==> src/rtl/mem_port_arbiter_pkg.sv <==
// Shared widths and state encoding for the two-port memory arbiter.
// Fetch and data ports share one single-outstanding memory bus.
package mem_port_arbiter_pkg;

    localparam int MPA_DATA_WIDTH = 32;
    localparam int MPA_ADDR_WIDTH = 32;

    // state        | meaning
    // ARB_IDLE     | no access outstanding, arbitrate and drive the bus request
    // ARB_WAIT_IF  | fetch access granted, waiting for bus_rvalid_i
    // ARB_WAIT_DM  | data access granted, waiting for bus_rvalid_i
    typedef enum logic [1:0] {
        ARB_IDLE    = 2'd0,
        ARB_WAIT_IF = 2'd1,
        ARB_WAIT_DM = 2'd2
    } arb_state_e;

endpackage

==> src/rtl/mem_port_arbiter.sv <==
// Arbitrates fetch and data requesters onto one shared memory bus, one access
// in flight at a time, with a bounded data burst so fetch cannot starve.
module mem_port_arbiter
    import mem_port_arbiter_pkg::*;
#(
    parameter int DATA_WIDTH   = mem_port_arbiter_pkg::MPA_DATA_WIDTH,
    parameter int ADDR_WIDTH   = mem_port_arbiter_pkg::MPA_ADDR_WIDTH,
    parameter int MAX_DM_BURST = 4
) (
    input  logic                  clk,
    input  logic                  rst,

    input  logic                  if_req_i,
    input  logic [ADDR_WIDTH-1:0] if_addr_i,
    output logic                  if_gnt_o,
    output logic                  if_rvalid_o,
    output logic [DATA_WIDTH-1:0] if_rdata_o,

    input  logic                  dm_req_i,
    input  logic                  dm_we_i,
    input  logic [3:0]            dm_be_i,
    input  logic [ADDR_WIDTH-1:0] dm_addr_i,
    input  logic [DATA_WIDTH-1:0] dm_wdata_i,
    output logic                  dm_gnt_o,
    output logic                  dm_rvalid_o,
    output logic [DATA_WIDTH-1:0] dm_rdata_o,

    output logic                  bus_req_o,
    output logic                  bus_we_o,
    output logic [3:0]            bus_be_o,
    output logic [ADDR_WIDTH-1:0] bus_addr_o,
    output logic [DATA_WIDTH-1:0] bus_wdata_o,
    input  logic                  bus_gnt_i,
    input  logic                  bus_rvalid_i,
    input  logic [DATA_WIDTH-1:0] bus_rdata_i,

    output logic                  spurious_o
);

    localparam int                  STREAK_W   = $clog2(MAX_DM_BURST + 1);
    localparam logic [STREAK_W-1:0] STREAK_MAX = STREAK_W'(MAX_DM_BURST);

    arb_state_e            state, state_nxt;
    logic [STREAK_W-1:0]   dm_streak, dm_streak_nxt;
    logic                  if_wins, dm_wins;

    always_ff @(posedge clk) begin
        if (rst) begin
            state     <= ARB_IDLE;
            dm_streak <= '0;
        end else begin
            state     <= state_nxt;
            dm_streak <= dm_streak_nxt;
        end
    end

    always_comb begin
        state_nxt     = state;
        dm_streak_nxt = dm_streak;
        if_wins       = 1'b0;
        dm_wins       = 1'b0;
        if_gnt_o      = 1'b0;
        dm_gnt_o      = 1'b0;
        if_rvalid_o   = 1'b0;
        dm_rvalid_o   = 1'b0;
        if_rdata_o    = '0;
        dm_rdata_o    = '0;
        bus_req_o     = 1'b0;
        bus_we_o      = 1'b0;
        bus_be_o      = 4'h0;
        bus_addr_o    = '0;
        bus_wdata_o   = '0;
        spurious_o    = 1'b0;

        unique case (state)
            ARB_IDLE: begin
                // Fetch only overtakes a pending data request once the burst budget is spent.
                if_wins = !rst && if_req_i && (!dm_req_i || (dm_streak == STREAK_MAX));
                dm_wins = !rst && !if_wins && dm_req_i;

                if (if_wins) begin
                    bus_req_o  = 1'b1;
                    bus_be_o   = 4'hF;
                    bus_addr_o = if_addr_i;
                end else if (dm_wins) begin
                    bus_req_o   = 1'b1;
                    bus_we_o    = dm_we_i;
                    bus_be_o    = dm_be_i;
                    bus_addr_o  = dm_addr_i;
                    bus_wdata_o = dm_wdata_i;
                end

                if_gnt_o = bus_gnt_i && if_wins;
                dm_gnt_o = bus_gnt_i && dm_wins;

                if (if_gnt_o) begin
                    state_nxt     = ARB_WAIT_IF;
                    dm_streak_nxt = '0;
                end else if (dm_gnt_o) begin
                    state_nxt = ARB_WAIT_DM;
                    if (!if_req_i)
                        dm_streak_nxt = '0;
                    else if (dm_streak != STREAK_MAX)
                        dm_streak_nxt = dm_streak + 1'b1;
                end

                // Nothing is outstanding, so any response here is stale or bogus.
                spurious_o = bus_rvalid_i;
            end

            ARB_WAIT_IF: begin
                if (bus_rvalid_i) begin
                    if_rvalid_o = 1'b1;
                    if_rdata_o  = bus_rdata_i;
                    state_nxt   = ARB_IDLE;
                end
            end

            ARB_WAIT_DM: begin
                if (bus_rvalid_i) begin
                    dm_rvalid_o = 1'b1;
                    dm_rdata_o  = bus_rdata_i;
                    state_nxt   = ARB_IDLE;
                end
            end

            default: begin
                state_nxt = ARB_IDLE;
            end
        endcase
    end

endmodule
==> config.mk <==
export PLATFORM = sky130hd
export DESIGN_NAME = mem_port_arbiter
export DESIGN_NICKNAME = d
export VERILOG_FILES = /design/src/rtl/mem_port_arbiter_pkg.sv /design/src/rtl/mem_port_arbiter.sv
export SDC_FILE = /design/constraint.sdc
export NUM_CORES = 1
export LEC_CHECK = 0
export ABC_AREA = 1
export ABC_CLOCK_PERIOD_IN_PS = 2100
export CORE_AREA = 2 2 107 109
export DETAILED_ROUTE_END_ITERATION = 10
export DIE_AREA = 0 0 109 111
export SLEW_MARGIN = 15
export SYNTH_ARGS = -nofsm -noshare
export SYNTH_HDL_FRONTEND = slang
export SYNTH_SLANG_ARGS = --single-unit
export TNS_END_PERCENT = 100
==> constraint.sdc <==
create_clock -name clk -period 2.1 [get_ports clk]
set_clock_uncertainty 0.05 [all_clocks]
set_input_delay 0.315 -clock clk [delete_from_list [all_inputs] [get_ports clk]]
set_output_delay 0.315 -clock clk [all_outputs]
set_load 0.02 [all_outputs]
==> Word-level counts from Yosys, hierarchy flattened <==
Cells that the tools add are included.
{ "op_classes": {"add_sub_neg": 1, "eq_ne": 7, "mux": 32, "reduce_logical": 15} }
{ "ops": {"columns": ["operator", "count"], "rows": [
  ["$mux W32", 9],
  ["$mux W1", 12],
  ["$mux W3", 4],
  ["$mux W4", 3],
  ["$logic_and A1 B1 Y1", 6],
  ["$mux W2", 3],
  ["$ne A3 B3 Y1 const B", 2],
  ["$pmux W2 S2", 1],
  ["$add A3 B1 Y3 const B", 1],
  ["$eq A3 B3 Y1 const B", 1],
  ["$logic_not A1 Y1", 3],
  ["$ne A3 B1 Y1 const B", 1],
  ["$reduce_and A3 Y1", 1],
  ["$eq A2 B1 Y1 const B", 1],
  ["$eq A2 B2 Y1 const B", 1],
  ["$logic_not A2 Y1", 1],
  ["$ne A2 B1 Y1 const B", 1],
  ["$reduce_and A2 Y1", 1],
  ["$reduce_bool A2 Y1", 1],
  ["$reduce_or A2 Y1", 1],
  ["$logic_or A1 B1 Y1", 1]
]} }
{ "totals": {"ff_bits": 5, "in_bits": 139, "output_inout_bits": 139} }

==> Logic depth before layout (Yosys ltp) <==
Gate-level depths: netlist of the first run.
{ "depth": {"ltp_word": 10, "mapped_depth": 10, "depth_no_buf": 9} }

==> Worst setup path after synthesis of the first run <==
Ideal clock, no wire load.
{ "synth_timing": {"path_type": "register to output", "startpoint": "reg dm_streak[0]", "endpoint": "out bus_wdata_o[21]", "arrival_time_ps": 1507, "required_ps": 1735, "setup_slack_ps": 228, "stages_incl_launch_ff": 11, "n_path_buf": 1, "path_cell_list": "dfxtp_1 inv_1 ha_1 nand2_1 nand2_1 nand2_4 nand2_4 nor2_8 inv_6 buf_6 nor2_1"} }
{ "synth_between": {"elab_chain_len": 9} }
{ "synth_lines": {"columns": ["item", "line", "source"], "rows": [
  ["start, declared", "mem_port_arbiter.sv:44", "logic [STREAK_W-1:0] dm_streak, dm_streak_nxt;"],
  ["start signal, assigned", "mem_port_arbiter.sv:53", "dm_streak <= dm_streak_nxt;"],
  ["$eq A3 B3 Y1 (*)", "mem_port_arbiter.sv:78", "if_wins = !rst && if_req_i && (!dm_req_i || (dm_streak == STREAK_MAX));"],
  ["$logic_or A1 B1 Y1 (*)", "mem_port_arbiter.sv:78", null],
  ["$logic_and A1 B1 Y1 (*)", "mem_port_arbiter.sv:78", null],
  ["$logic_not A1 Y1", "mem_port_arbiter.sv:79", "dm_wins = !rst && !if_wins && dm_req_i;"],
  ["$logic_and A1 B1 Y1 (2 in a row)", "mem_port_arbiter.sv:79", null],
  ["$mux W32", "mem_port_arbiter.sv:85", "end else if (dm_wins) begin"],
  ["$mux W32 (*)", "mem_port_arbiter.sv:81", "if (if_wins) begin"],
  ["$mux W32 (*)", "mem_port_arbiter.sv:75", "unique case (state)"],
  ["end, declared", "mem_port_arbiter.sv:32", "output logic [DATA_WIDTH-1:0] bus_wdata_o,"]
]} }
Every way passes the cells marked *; elsewhere a longest branch is shown, timed or not.

==> Final worst setup path of the first run <==
{ "layout_timing": {"startpoint": "reg dm_streak[0]", "endpoint": "out bus_wdata_o[16]"} }
Same word-level chain as after synthesis.

==> metrics.txt, run 1 <==
status complete, but fails checks; failing checks negative setup slack; yosys warns 0; Total Power 2060 uW; Synth Cell Area between 1500 and 2000 um2; crit path time final 2.14 ns; Core Area 11100 um2; hold depth 2; Global Route Usage Sum 0.162; Worst Hold End state[1]$_SDFFE_PP0P_; Routed met3 length 971 um; wire per inst 14.0 um; Die Footprint 12100 um2; M1 WL 4.17 mm; post-DR vias/cell 4.03; CP bufs+invs 5; Placed Area 4760 um2; Crit path largest cell delay 0.32 ns; wire length on met2 6.01 mm; Mapped Cells 355; Initial Util 0.149; Synth Flop Type dfxtp_1; Static Leakage 0.00290 uW; Vias 3270; TNS Setup -0.659 ns; RD Place Congestion ~0.9; hpwl dp 8.89 mm; Std-Cell Rows 39; die width around 110 um; max_slew headroom 0.766; CTS H-tree lvls 1; Highest Signal Layer met4; worst-path fanout max 17; Setup crit start kind flop; Total Routed Length 11.3 mm; Area growth, synth to finish 218%; Yosys cell types 24; antenna violations before repair 0; worst setup margin -0.0408 ns; final net count 813; # hold bufs at CTS 0; hold_sp rst; Final Cell Area 5250 um2; Seq/Total Area, Yosys 0.0607; post-synthesis area per instance 4.65 um2; DRC violations left 0; Max Cap Viol 0; power per cell area a little under 400 nW/um2; Fin. Hold Viols 0; Bufs on Longest Clock Path 2; Reg clk slew, reported paths 0.03 ns; DRT Pass-1 Iters 4; Setup CP Type reg2out; Iter 0 DRT Violations 170; antenna fix cells 0; Worst EP required 1.74 ns; placed instance count between 700 and 800; Final Non-Filler Cells 811; Slew Limit Fails 0; clk root buf clkbuf_16; Crit. Startpoint dm_streak[0]$_SDFFE_PP0P_; Tightest Pin Transition 0.352 ns; Period Utilization, post-route 1.02; WP data arrival 1.78 ns; HP Class in2reg; number of buffers created by CTS 3; RR Startpoint state[0]$_SDFFE_PP0P_; Max IR drop VDD 0.599 mV; Worst-Skew Late Latency 0.23 ns; dpl ws -0.652 ns; layout cells sized above 1 0.308; CTS tree done; vias in the first global route 3024; Largest delay share family, worst path buffers and inverters; crit path capture type output pin; largest net degree at the start of global routing 35; Synth async-reset ratio 0; first-pass GRT wire length 15.8 mm; Highest Clock Rate 467 MHz; flop2flop setup slack 0.44 ns; I/O pin total 278; post-synthesis register bit count 5; FILL cells 1153; CP max-delay cell dfxtp_2; IO buf count between 200 and 300; CTS Sinks 5; Die H around 110 um; crit-path cells inv_2, ha_4, nand2_2, nand2_2, nand2_4, nand2_4, nor2_8, buf_6, buf_12, inv_8, nor2_4, buf_6; grt total ovfl 0; FF-to-FF End dm_streak[1]$_SDFFE_PP0P_; RSZ-0062 raised after global routing true; syn nets 499; EDFF count, synth 0; final setup violating endpoints 24; post-route ant nets 0; reg2reg path depth 8
[state kept, by name, indices dropped and copies added, names as in the netlist]
name       flops
dm_streak      3
state          2
[placed cells by master, fill, tap and decap left out, types with 2 or more instances in the layout]
cell type / netlist / final
clkdlybuf4s50_1: 0 / 135
inv_1: 80 / 77
dlygate4sd2_1: 0 / 71
nor2_1: 90 / 69
nand2_1: 86 / 65
buf_4: 0 / 56
buf_6: 6 / 49
nor2_4: 1 / 29
nand2_2: 1 / 22
o21ai_1: 3 / 19
o21ai_2: 0 / 10
buf_2: 1 / 8
a21oi_1: 7 / 6
inv_2: 2 / 5
o21ai_0: 31 / 5
nor2_2: 12 / 5
buf_12: 0 / 5
nand3_1: 4 / 4
ha_1: 5 / 3
clkbuf_16: 0 / 3
dfxtp_1: 5 / 3
nand2_4: 2 / 2
a31oi_1: 2 / 2
dfxtp_2: 0 / 2
[through the flow]
stage	hold WS (ns)	util
floorplan	0.334	-
global placement	0.511	0.429
detailed placement	0.544	0.429
CTS	0.479	0.427
global route	0.514	0.474
finish	0.476	0.474
[routing by layer]
metal	track usage	up-vias
li1	-	1649
met1	0.179	1450
met2	0.313	155
met3	0.0317	16
met4	0.0282	0
met5	0	-
[logic make-up (layout without fill, tap and decap cells)]
| group | after synthesis | count (layout) | share of synthesized area |
|---|---|---|---|
| adder cells (fa/ha/maj) | 5 | 5 | 0.0379 |
| AO/OA/AOI/OAI | 43 | 43 | 0.132 |
| flip-flops | 5 | 5 | 0.0607 |
| XOR/XNOR | 1 | 1 | 0.00531 |
| buffers and inverters | 103 | 416 | 0.266 |
| AND/OR/NAND/NOR | 198 | 198 | 0.498 |
[cells in the mapped netlist, types with 2 or more instances]
cell,n,area share
dfxtp_1,5,0.061
inv_2,2,0.0046
nor2_2,12,0.045
ha_1,5,0.038
o21ai_1,3,0.0091
nand2_4,2,0.014
a31oi_1,2,0.0076
nor2_1,90,0.20
nand2_1,86,0.20
buf_6,6,0.041
a21oi_1,7,0.021
o21ai_0,31,0.094
inv_1,80,0.18
clkbuf_1,11,0.025
nand3_1,4,0.012
[repair_timing]
item | in CTS | in global routing
setup endpoints to repair | 138 | 70
gates resized for setup | 449 | 159
cloned | 0 | 2
setup buffers | 15 | 2
pin swaps | 6 | 4
[area by class of cell]
class	instances	area, um2	share of cell area
Timing Repair Buffer	326	3110	0.591
Inverter	84	343	0.0653
Timing Repair inverter	2	31.3	0.00596
Multi-Input combinational cell	247	1410	0.269
Tap cell	143	179	0.0341
Clock buffer	4	78.8	0.0150
Sequential cell	5	103	0.0195
[power breakdown]
group	internal [uW]	switching [uW]	total, uW
logic	775	849	1620
registers	110	8.47	118
clock network	252	61.9	313
[how the worst max path moves through the flow]
stage | to | slack [ns] | cells past startpoint
final | bus_wdata_o[16] | -0.04 | 12
after floorplan | bus_wdata_o[21] | 0.23 | 10
after global placement | bus_addr_o[15] | -0.56 | 9
after global routing | bus_wdata_o[17] | -0.10 | 12
after CTS | bus_addr_o[29] | -0.08 | 13
after detailed placement | bus_addr_o[15] | -0.65 | 9
No activity file was read; power rests on OpenSTA's default activity.
==> run 2: changes to the inputs <==
--- a/config.mk
+++ b/config.mk
@@ -7,9 +7,13 @@
 export LEC_CHECK = 0
 export ABC_AREA = 1
 export ABC_CLOCK_PERIOD_IN_PS = 2100
-export CORE_AREA = 2 2 107 109
+export CELL_PAD_IN_SITES_DETAIL_PLACEMENT = 2
+export CELL_PAD_IN_SITES_GLOBAL_PLACEMENT = 2
+export CORE_ASPECT_RATIO = 1.5
+export CORE_MARGIN = 1.5
+export CORE_UTILIZATION = 10
 export DETAILED_ROUTE_END_ITERATION = 10
-export DIE_AREA = 0 0 109 111
+export PLACE_DENSITY_LB_ADDON = 0.1
 export SLEW_MARGIN = 15
 export SYNTH_ARGS = -nofsm -noshare
 export SYNTH_HDL_FRONTEND = slang
==> run 2 against run 1 <==
Compared with the run above: the flow still finishes with violations (negative setup slack); global-route usage fell by 1.2 points; sequential share of layout area barely moved; critical path depth stayed put; non-clock buffer count shrank 1; via count rose by 2.8%; clock-buffer cell count unchanged; largest power group unchanged.
==> metrics.txt, run 2 (synthesis gave the netlist of run 1 again) <==
status complete, but fails checks; failing checks negative setup slack; Initial Util 0.102 (-0.0470); power per cell area 397 nW/um2 (+1.3%); Max IR drop VDD 0.183 mV (-69%); WHS 0.448 ns (-0.0276 ns); Largest regs dm_streak: 3 flops, state: 2 flops; hpwl dp 11.5 mm (+29%); Max Cap Viol 0 (unchanged); Die H 160 um (+44%); Tightest Pin Transition 0.280 ns (-0.0722 ns); die width 108 um (-1.0%); antenna fix cells 0 (unchanged); final net count 810 (-0.37%); CP max-delay cell dfxtp_2; CTS H-tree lvls 1 (unchanged); Area growth, synth to finish 216%; HP Class in2reg; largest net degree at the start of global routing 37 (+5.7%); Die Footprint 17300 um2 (+43%); CTS Sinks 5 (unchanged); Iter 0 DRT Violations 48 (-72%); Seq. cell area 103 um2 (unchanged); crit path time final 2.17 ns (+0.0244 ns); wire per inst 15.3 um (+9.2%); RD Place Congestion 0.750 (-18%); Bufs on Longest Clock Path 2 (unchanged); Global Route Usage Sum 0.150 (-0.0120); Reg clk slew, reported paths 0.03 ns (about the same); final core occ 0.322 (-0.152); most common cell after layout, fill and taps aside clkdlybuf4s50_1; Worst EP required 1.74 ns (about the same); number of buffers created by CTS 3 (unchanged); DRT Pass-1 Iters 3 (-1); Vias 3360 (+2.8%); Period Utilization, post-route 1.03 (+0.0116); max_slew headroom 0.814 (+0.0481); # hold bufs at CTS 0 (unchanged); I/O pin total 278 (unchanged); Setup CP Type reg2out; final setup violating endpoints 10 (-58%); Highest Clock Rate 462 MHz (-1.1%); antenna violations before repair 0 (unchanged); CTS tree done; worst setup margin -0.0652 ns (-0.0244 ns); grt total ovfl 0 (unchanged); first-pass GRT wire length 20.3 mm (+29%); clk root buf clkbuf_16; WP data arrival 1.80 ns (+0.02 ns); IO buf count 277 (unchanged); Total Routed Length 13.3 mm (+17%); Slew Limit Fails 0 (unchanged); post-DR vias/cell 3.86 (-4.3%); FILL cells 1917 (+66%); DRC violations left 0 (unchanged); crit path capture type output pin; post-route ant nets 0 (unchanged); Core Area 16200 um2 (+46%); Worst-Skew Late Latency 0.23 ns (about the same); Fin. Hold Viols 0 (unchanged); Crit path largest cell delay 0.33 ns (about the same); crit-path cells inv_2, ha_4, nand2_2, nand2_2, nand2_4, nand2_4, nor2_8, inv_6, buf_12, buf_6, nor2_4, buf_6; Std-Cell Rows 57 (+46%); most frequent cells in the layout clkdlybuf4s50_1, inv_1, nor2_1, nand2_1, buf_4; vias in the first global route 3782 (+25%); Largest register FFs 3 (unchanged); Static Leakage 0.00286 uW (-1.4%); worst-path fanout max 12 (-5); Setup crit start kind flop; multi-input logic area 1360 um2 (-3.8%); largest register by flop count dm_streak; layout cells sized above 1 0.301 (-0.00763); RSZ-0062 raised after global routing true
## run 2: changes by cell type in the layout (fill, tap and decap cells not counted), sizes merged
| cell | change |
|---|---|
| inv | -1 |
| buf | -4 |
| clkbuf | +10 |
| clkinv | -1 |
| dlygate4sd2 | -11 |
| clkdlybuf4s15 | +4 |
## run 2: critical path: cells and delay by family, from the launching register on
| kind | cells | cell delay, ns |
|---|---|---|
| adders and majority gates | 1 | 0.15 |
| buffers and inverters | 5 | 0.54 |
| and+or+nand+nor | 6 | 0.55 |
| DFF | 1 | 0.33 |
## run 2: power breakdown
part | switching, uW | leakage (uW) | total, uW | internal (uW)
clock network | 66.7 | 0.0000382 | 319 | 252
registers | 7.86 | 0.0000418 | 118 | 110
logic | 843 | 0.00278 | 1630 | 789
total | 917 | 0.00286 | 2070 | 1150
## run 2: final timing paths
check,depth (start not counted),end,slack [ns],startpoint
worst max-delay path,12,bus_wdata_o[27],-0.07,dm_streak[0]$_SDFFE_PP0P_
worst min-delay path,2,state[1]$_SDFFE_PP0P_,0.45,rst
worst max register to register,7,dm_streak[0]$_SDFFE_PP0P_,0.53,state[0]$_SDFFE_PP0P_
worst min register to register,3,state[0]$_SDFFE_PP0P_,0.54,state[0]$_SDFFE_PP0P_
## run 2: cell type report
class,count,area share
Timing Repair Buffer,325,0.594
Multi-Input combinational cell,247,0.261
Inverter,84,0.0617
Tap cell,206,0.0494
Sequential cell,5,0.0197
Clock buffer,4,0.0151
## run 2: per-stage QoR
stage | power [uW] | setup TNS, ns | instance area, um2 | std cells | setup slack [ns]
3_5_place_dp | 1700 | -44.18 | 4920 | 855 | -0.546
5_1_grt | 2230 | -3.16 | 5220 | 871 | -0.163
2_1_floorplan | 763 | 0 | 1650 | 355 | 0.228
4_1_cts | 2030 | -2.28 | 4990 | 873 | -0.156
6_report | 2070 | -0.369 | 5220 | 871 | -0.0652
3_3_place_gp | 1670 | -41.95 | 4920 | 855 | -0.507
## run 2: repair_timing
action                     4_1_cts  5_1_grt
resized for setup              473      140
setup endpoints to repair      138       82
pin swaps                        5        3
cloned                           2        0
buffers inserted                13        3
## run 2: metal layers
layer | vias to the layer above | wire, um | GRT usage
met5 | - | 0 | 0
met4 | 0 | 95 | 0.0191
met3 | 7 | 813 | 0.0252
met2 | 135 | 8330 | 0.334
met1 | 1581 | 4060 | 0.136
li1 | 1637 | - | -
==> patch 1: new RTL, config.mk and constraints of run 1 <==
Change the package constant `MPA_DATA_WIDTH` from 32 to 24.
--- a/src/rtl/mem_port_arbiter_pkg.sv
+++ b/src/rtl/mem_port_arbiter_pkg.sv
@@ -2,7 +2,7 @@
 // Fetch and data ports share one single-outstanding memory bus.
 package mem_port_arbiter_pkg;
 
-    localparam int MPA_DATA_WIDTH = 32;
+    localparam int MPA_DATA_WIDTH = 24;
     localparam int MPA_ADDR_WIDTH = 32;
 
     // state        | meaning
Interface: changed (5 resized); port bits go from 278 to 238. No check against the original RTL was run, so the function may have changed too.
==> patch 1 against run 1 <==
Sequential cell count unchanged. First-iteration DRC count shrank 27%. Total power fell by 18%. Area after synthesis shrank 6.7%. Worst setup slack gained 0.074 ns. Maximum frequency rose by 3.6%. Non-clock buffer count fell by 56. Register-to-register slack improved by 0.17 ns. Hold slack got worse by 0.027 ns. Wire length shrank 26%. Final area down 23%. Cell count decreased by 12%. Critical path type unchanged. Highest routed layer unchanged.
==> patch 1: results (changes against run 1) <==
Detailed routing
  • Vias per cell: 3.86 (-4.2%)
  • Routed wl met3: 819 µm (-16%)
  • Initial drt markers: 124 (-27%)
  • Metal-1 WL: 3.19 mm (-24%)
  • Vias post-DR: 2754 (-16%)
  • Wire length on met2: 4.18 mm (-31%)
  • Total routed wirelength: 8.34 mm (-26%)

Min path
  • Hold EP: state[1]
  • Min-delay src: rst
  • Hold Path Depth: 2 (unchanged)

Global route
  • GR Util All Layers: 12.6% (-3.5 points)
  • Vias in the first global route: 2572 (-15%)
  • First-pass GRT wire length: 12.5 mm (-21%)
  • Pin count of the biggest net entering global routing: 32 (-8.6%)

Logic synthesis
  • Main synth FF type: dfxtp_1
  • Ys async rst share: 0% (unchanged)
  • Adder-cell area share of the yosys netlist: 4.07% (+0.27 points)
  • Seq/Total Area, Yosys: 6.50% (+0.44 points)
  • YS warnings: 0 (unchanged)
  • Post-Synth XOR/XNOR Area: 0.569% (+0.038 points)
  • Most instantiated cells after synthesis: 83 x nand2_1, 64 x inv_1, 58 x nor2_1, 22 x o21ai_0, 18 x nor2_2
  • Syn Area/Cell: 4.93 µm² (+6.1%)
  • Post-synth EDFFs: 0 (unchanged)
  • Synth top area cells: nand2_1 20%, inv_1 16%, nor2_1 14%
  • Multiplexer share of the synthesized area: 0% (unchanged)
  • Syn Nets: 440 (-12%)
  • Synth Area in Compound Gates: 14.1% (+0.95 points)

Setup path
  • Reg2Reg Setup Slack: 0.61 ns (+0.17 ns)
  • Crit-path leading delay family: buffers and inverters
  • Crit-path max FO: 7 (-10)
  • Worst path arrival time: 1.70 ns (-0.08 ns)
  • Worst setup path startpoint: dm_streak[1]
  • R2R depth: 7 (-1)
  • Reg-to-Reg End: dm_streak[0]

Finish
  • Fillcell total: 1209 (+4.9%)
  • Final-stage net count: 699 (-14%)
  • Diodes inserted: 0 (unchanged)
  • Biggest regs: dm_streak (3), state (2)
  • Share of layout cells above drive strength 1: 23.2% (-7.7 points)

Status
  • Status: finished clean

Placement
  • Buffers on Ports: 237 (-14%)
  • Dpl ws: -0.542 ns (+0.110 ns)
  • Placed insts: 706 (-11%)
  • Post-DP HPWL: 6.90 mm (-22%)
  • GP Congestion: 0.822 (-9.6%)

CTS
  • Clock Latency Late Sink: 0.23 ns (about the same)

Timing
  • Minimum setup slack in the final design: 0.0332 ns (+0.0740 ns)
  • Hold Slack: 0.448 ns (-0.0270 ns)
  • Worst slew pin tran: 0.301 ns (-0.0510 ns)

Pwr
  • Static Leak: 2.37 nW (-18%)
  • Max VDD drop: 697 µV (+16%)
[patch 1: area by class of cell]
type | count | area (µm²) | share of cell area [%]
timing repair buffer | 270 | 2360 | 58.1
clock buffer | 4 | 78.8 | 1.94
sequential | 5 | 103 | 2.52
inverter | 68 | 268 | 6.58
tap | 143 | 179 | 4.40
multi-input combinational | 223 | 1080 | 26.5
[patch 1: per-stage QoR]
step | setup TNS [ns] | power, mW | instance area [µm²]
after global routing | -0.171 | 1.81 | 4070
after detailed placement | -30.72 | 1.47 | 4260
final | 0 | 1.68 | 4070
after floorplan | 0 | 0.722 | 1540
after global placement | -28.36 | 1.46 | 4260
after CTS | -0.0303 | 1.70 | 4060
[patch 1: power by group]
part,internal (mW),switching [mW]
clock network,0.252,0.0679
logic,0.586,0.663
registers,0.110,0.00658
[patch 1: how the worst max path moves through the flow]
| stage | end | cells past startpoint |
|---|---|---|
| global placement | bus_addr_o[31] | 9 |
| finish | bus_addr_o[28] | 13 |
| detailed placement | bus_addr_o[31] | 9 |
| floorplan | bus_addr_o[23] | 6 |
| global route | bus_addr_o[28] | 13 |
| CTS | bus_addr_o[28] | 13 |
[patch 1: timing repair]
action | 4_1_cts | 5_1_grt
pin swaps | 5 | 2
setup endpoints to repair | 115 | 30
gates resized for setup | 324 | 6
buffers inserted | 3 | 0
[patch 1: kinds of logic (layout without fill, tap and decap cells)]
kind of cell,after synthesis,in the layout
buffers and inverters,84,342
AOI/OAI and AO/OA,43,43
DFF,5,5
and+or+nand+nor,174,174
xor gates and xnor gates,1,1
adders and majority gates,5,5
[patch 1: layer usage]
metal,vias to the layer above,track usage [%]
li1,1426,-
met2,125,23.9
met4,0,2.99
met3,14,2.94
met1,1189,13.9
met5,-,0
==> patch 2: new RTL, flow settings as in run 1 <==
Made on the original files. The 3 states of `arb_state_e` get a one-hot encoding in 3 bits.
--- a/src/rtl/mem_port_arbiter_pkg.sv
+++ b/src/rtl/mem_port_arbiter_pkg.sv
@@ -9,10 +9,10 @@
     // ARB_IDLE     | no access outstanding, arbitrate and drive the bus request
     // ARB_WAIT_IF  | fetch access granted, waiting for bus_rvalid_i
     // ARB_WAIT_DM  | data access granted, waiting for bus_rvalid_i
-    typedef enum logic [1:0] {
-        ARB_IDLE    = 2'd0,
-        ARB_WAIT_IF = 2'd1,
-        ARB_WAIT_DM = 2'd2
+    typedef enum logic [2:0] {
+        ARB_IDLE    = 3'b001,
+        ARB_WAIT_IF = 3'b010,
+        ARB_WAIT_DM = 3'b100
     } arb_state_e;
 
 endpackage
Function: no difference found for any inputs over 10 cycles, from zero or initial values and one cycle with rst high; not proved beyond that.
==> patch 2 against run 1 <==
Synthesized cell count is 0.56% higher. Final area is 7.6% lower. Sequential cell count increased by 1. Area after synthesis increased by 13%. Maximum frequency is 4.0% higher. Wire length is 4.8% lower. Worst setup slack better by 0.083 ns. Total power is 34% lower. Critical endpoint is now bus_be_o[1]. Highest routed layer unchanged.
==> patch 2: results (changes against run 1) <==
Global route
  • First-pass GRT wire length: 15.6 mm (-1.2%)
  • Pin count of the biggest net entering global routing: 41 (+17%)
  • GR Util All Layers: 15.8% (-0.38 points)
  • Vias in the first global route: 3171 (+4.9%)

Finish
  • Final-stage net count: 788 (-3.1%)
  • Layout inverter count without the clock tree: 46 (-47%)
  • Diodes inserted: 0 (unchanged)
  • Area used by multi-input combinational logic: 1420 µm² (+0.71%)
  • Multi-input logic cell count: 278 (+13%)
  • Biggest regs: dm_streak (3), state (3)
  • CLK BUF: 3 (-1)
  • Non-CTS buffers: 312 (-4.3%)
  • Sequential share of cell area: 2.53% (+0.57 points)
  • Final non-filler cell area: 4850 µm² (-7.6%)
  • Fillcell total: 1184 (+2.7%)
  • Clock-cell share: 1.55% (+0.047 points)

Pwr
  • Static Leak: 2.64 nW (-8.7%)
  • Max VDD drop: 301 µV (-50%)
  • Clock power frac: 22.4% (+7.2 points)
  • Internal power: 845 µW (-26%)
  • Combinational share of power: 68.1% (-11 points)

Setup path
  • CP max stage cell: dlygate4sd2_1
  • CP Capture Point: bus_be_o[1]
  • Crit-path max FO: 5 (-12)
  • Reg2reg start: state[2]
  • Worst path arrival time: 1.69 ns (-0.09 ns)
  • Crit path buffers/inverters: 4 (-1)
  • Reg2Reg Setup Slack: 0.71 ns (+0.27 ns)

Detailed routing
  • Routed len/inst: 13.7 µm (-2.0%)
  • Vias per cell: 4.19 (+4.0%)
  • Total routed wirelength: 10.8 mm (-4.8%)
  • Initial drt markers: 184 (+8.2%)
  • Drt pass-1 iters: 4 (unchanged)

Logic synthesis
  • Yosys cell types: 26 (+8.3%)
  • Synth top area cells: nor2_1 21%, nand2_1 17%, nand3_2 11%
  • Most instantiated cells after synthesis: 105 x nor2_1, 83 x nand2_1, 43 x inv_1
  • FF+latch count, synth: 6 (+1)
  • Syn Nets: 498 (-0.20%)
  • Seq/Total Area, Yosys: 6.44% (+0.37 points)
  • Syn Area/Cell: 5.23 µm² (+12%)

Min path
  • Hold Path Depth: 3 (+1)
  • Hold EP: dm_streak[1]
  • Worst min path class: reg2reg
  • Min-delay src: dm_streak[1]

Placement
  • Dpl ws: -0.552 ns (+0.100 ns)
  • Placed insts: 774 (-2.0%)
  • Post-DP HPWL: 8.03 mm (-9.7%)
  • GP Congestion: 0.838 (-7.8%)

Timing
  • Fmax achieved: 486 MHz (+4.0%)
  • Hold Slack: 0.530 ns (+0.0545 ns)
  • Max-slew headroom: 77.4% (+0.86 points)

Status
  • Status: finished clean
-- patch 2: worst register-to-register path: stages, from the launching register on --
cell and delay, ns:
dfxtp_1 0.31, inv_1 0.10, nand3_2 0.11, buf_12 0.21, nor2_1 0.32, nand2_1 0.09
nand2_1 0.07, nor2_1 0.03
-- patch 2: repair_timing --
action | in CTS | in global routing
resized for setup | 330 | 49
gates cloned | 3 | 3
endpoints found under the setup margin | 138 | 92
setup buffers | 5 | 1
pin swaps | 4 | 4
-- patch 2: logic make-up (layout without fill, tap and decap cells) --
logic type,count (synthesis),after routing,synth area share (%)
flip-flops,6,6,6.44
AO/OA/AOI/OAI,42,42,15.4
adder cells (fa/ha/maj),2,2,1.34
AND/OR/NAND/NOR,233,233,56.1
buffers and inverters,73,361,20.2
XOR/XNOR,1,1,0.470
-- patch 2: per-layer routing --
metal	GRT usage [%]	share of wire (%)
met1	17.4	38
met4	2.31	0.66
met5	0	0
met2	29.9	51
met3	4.53	11
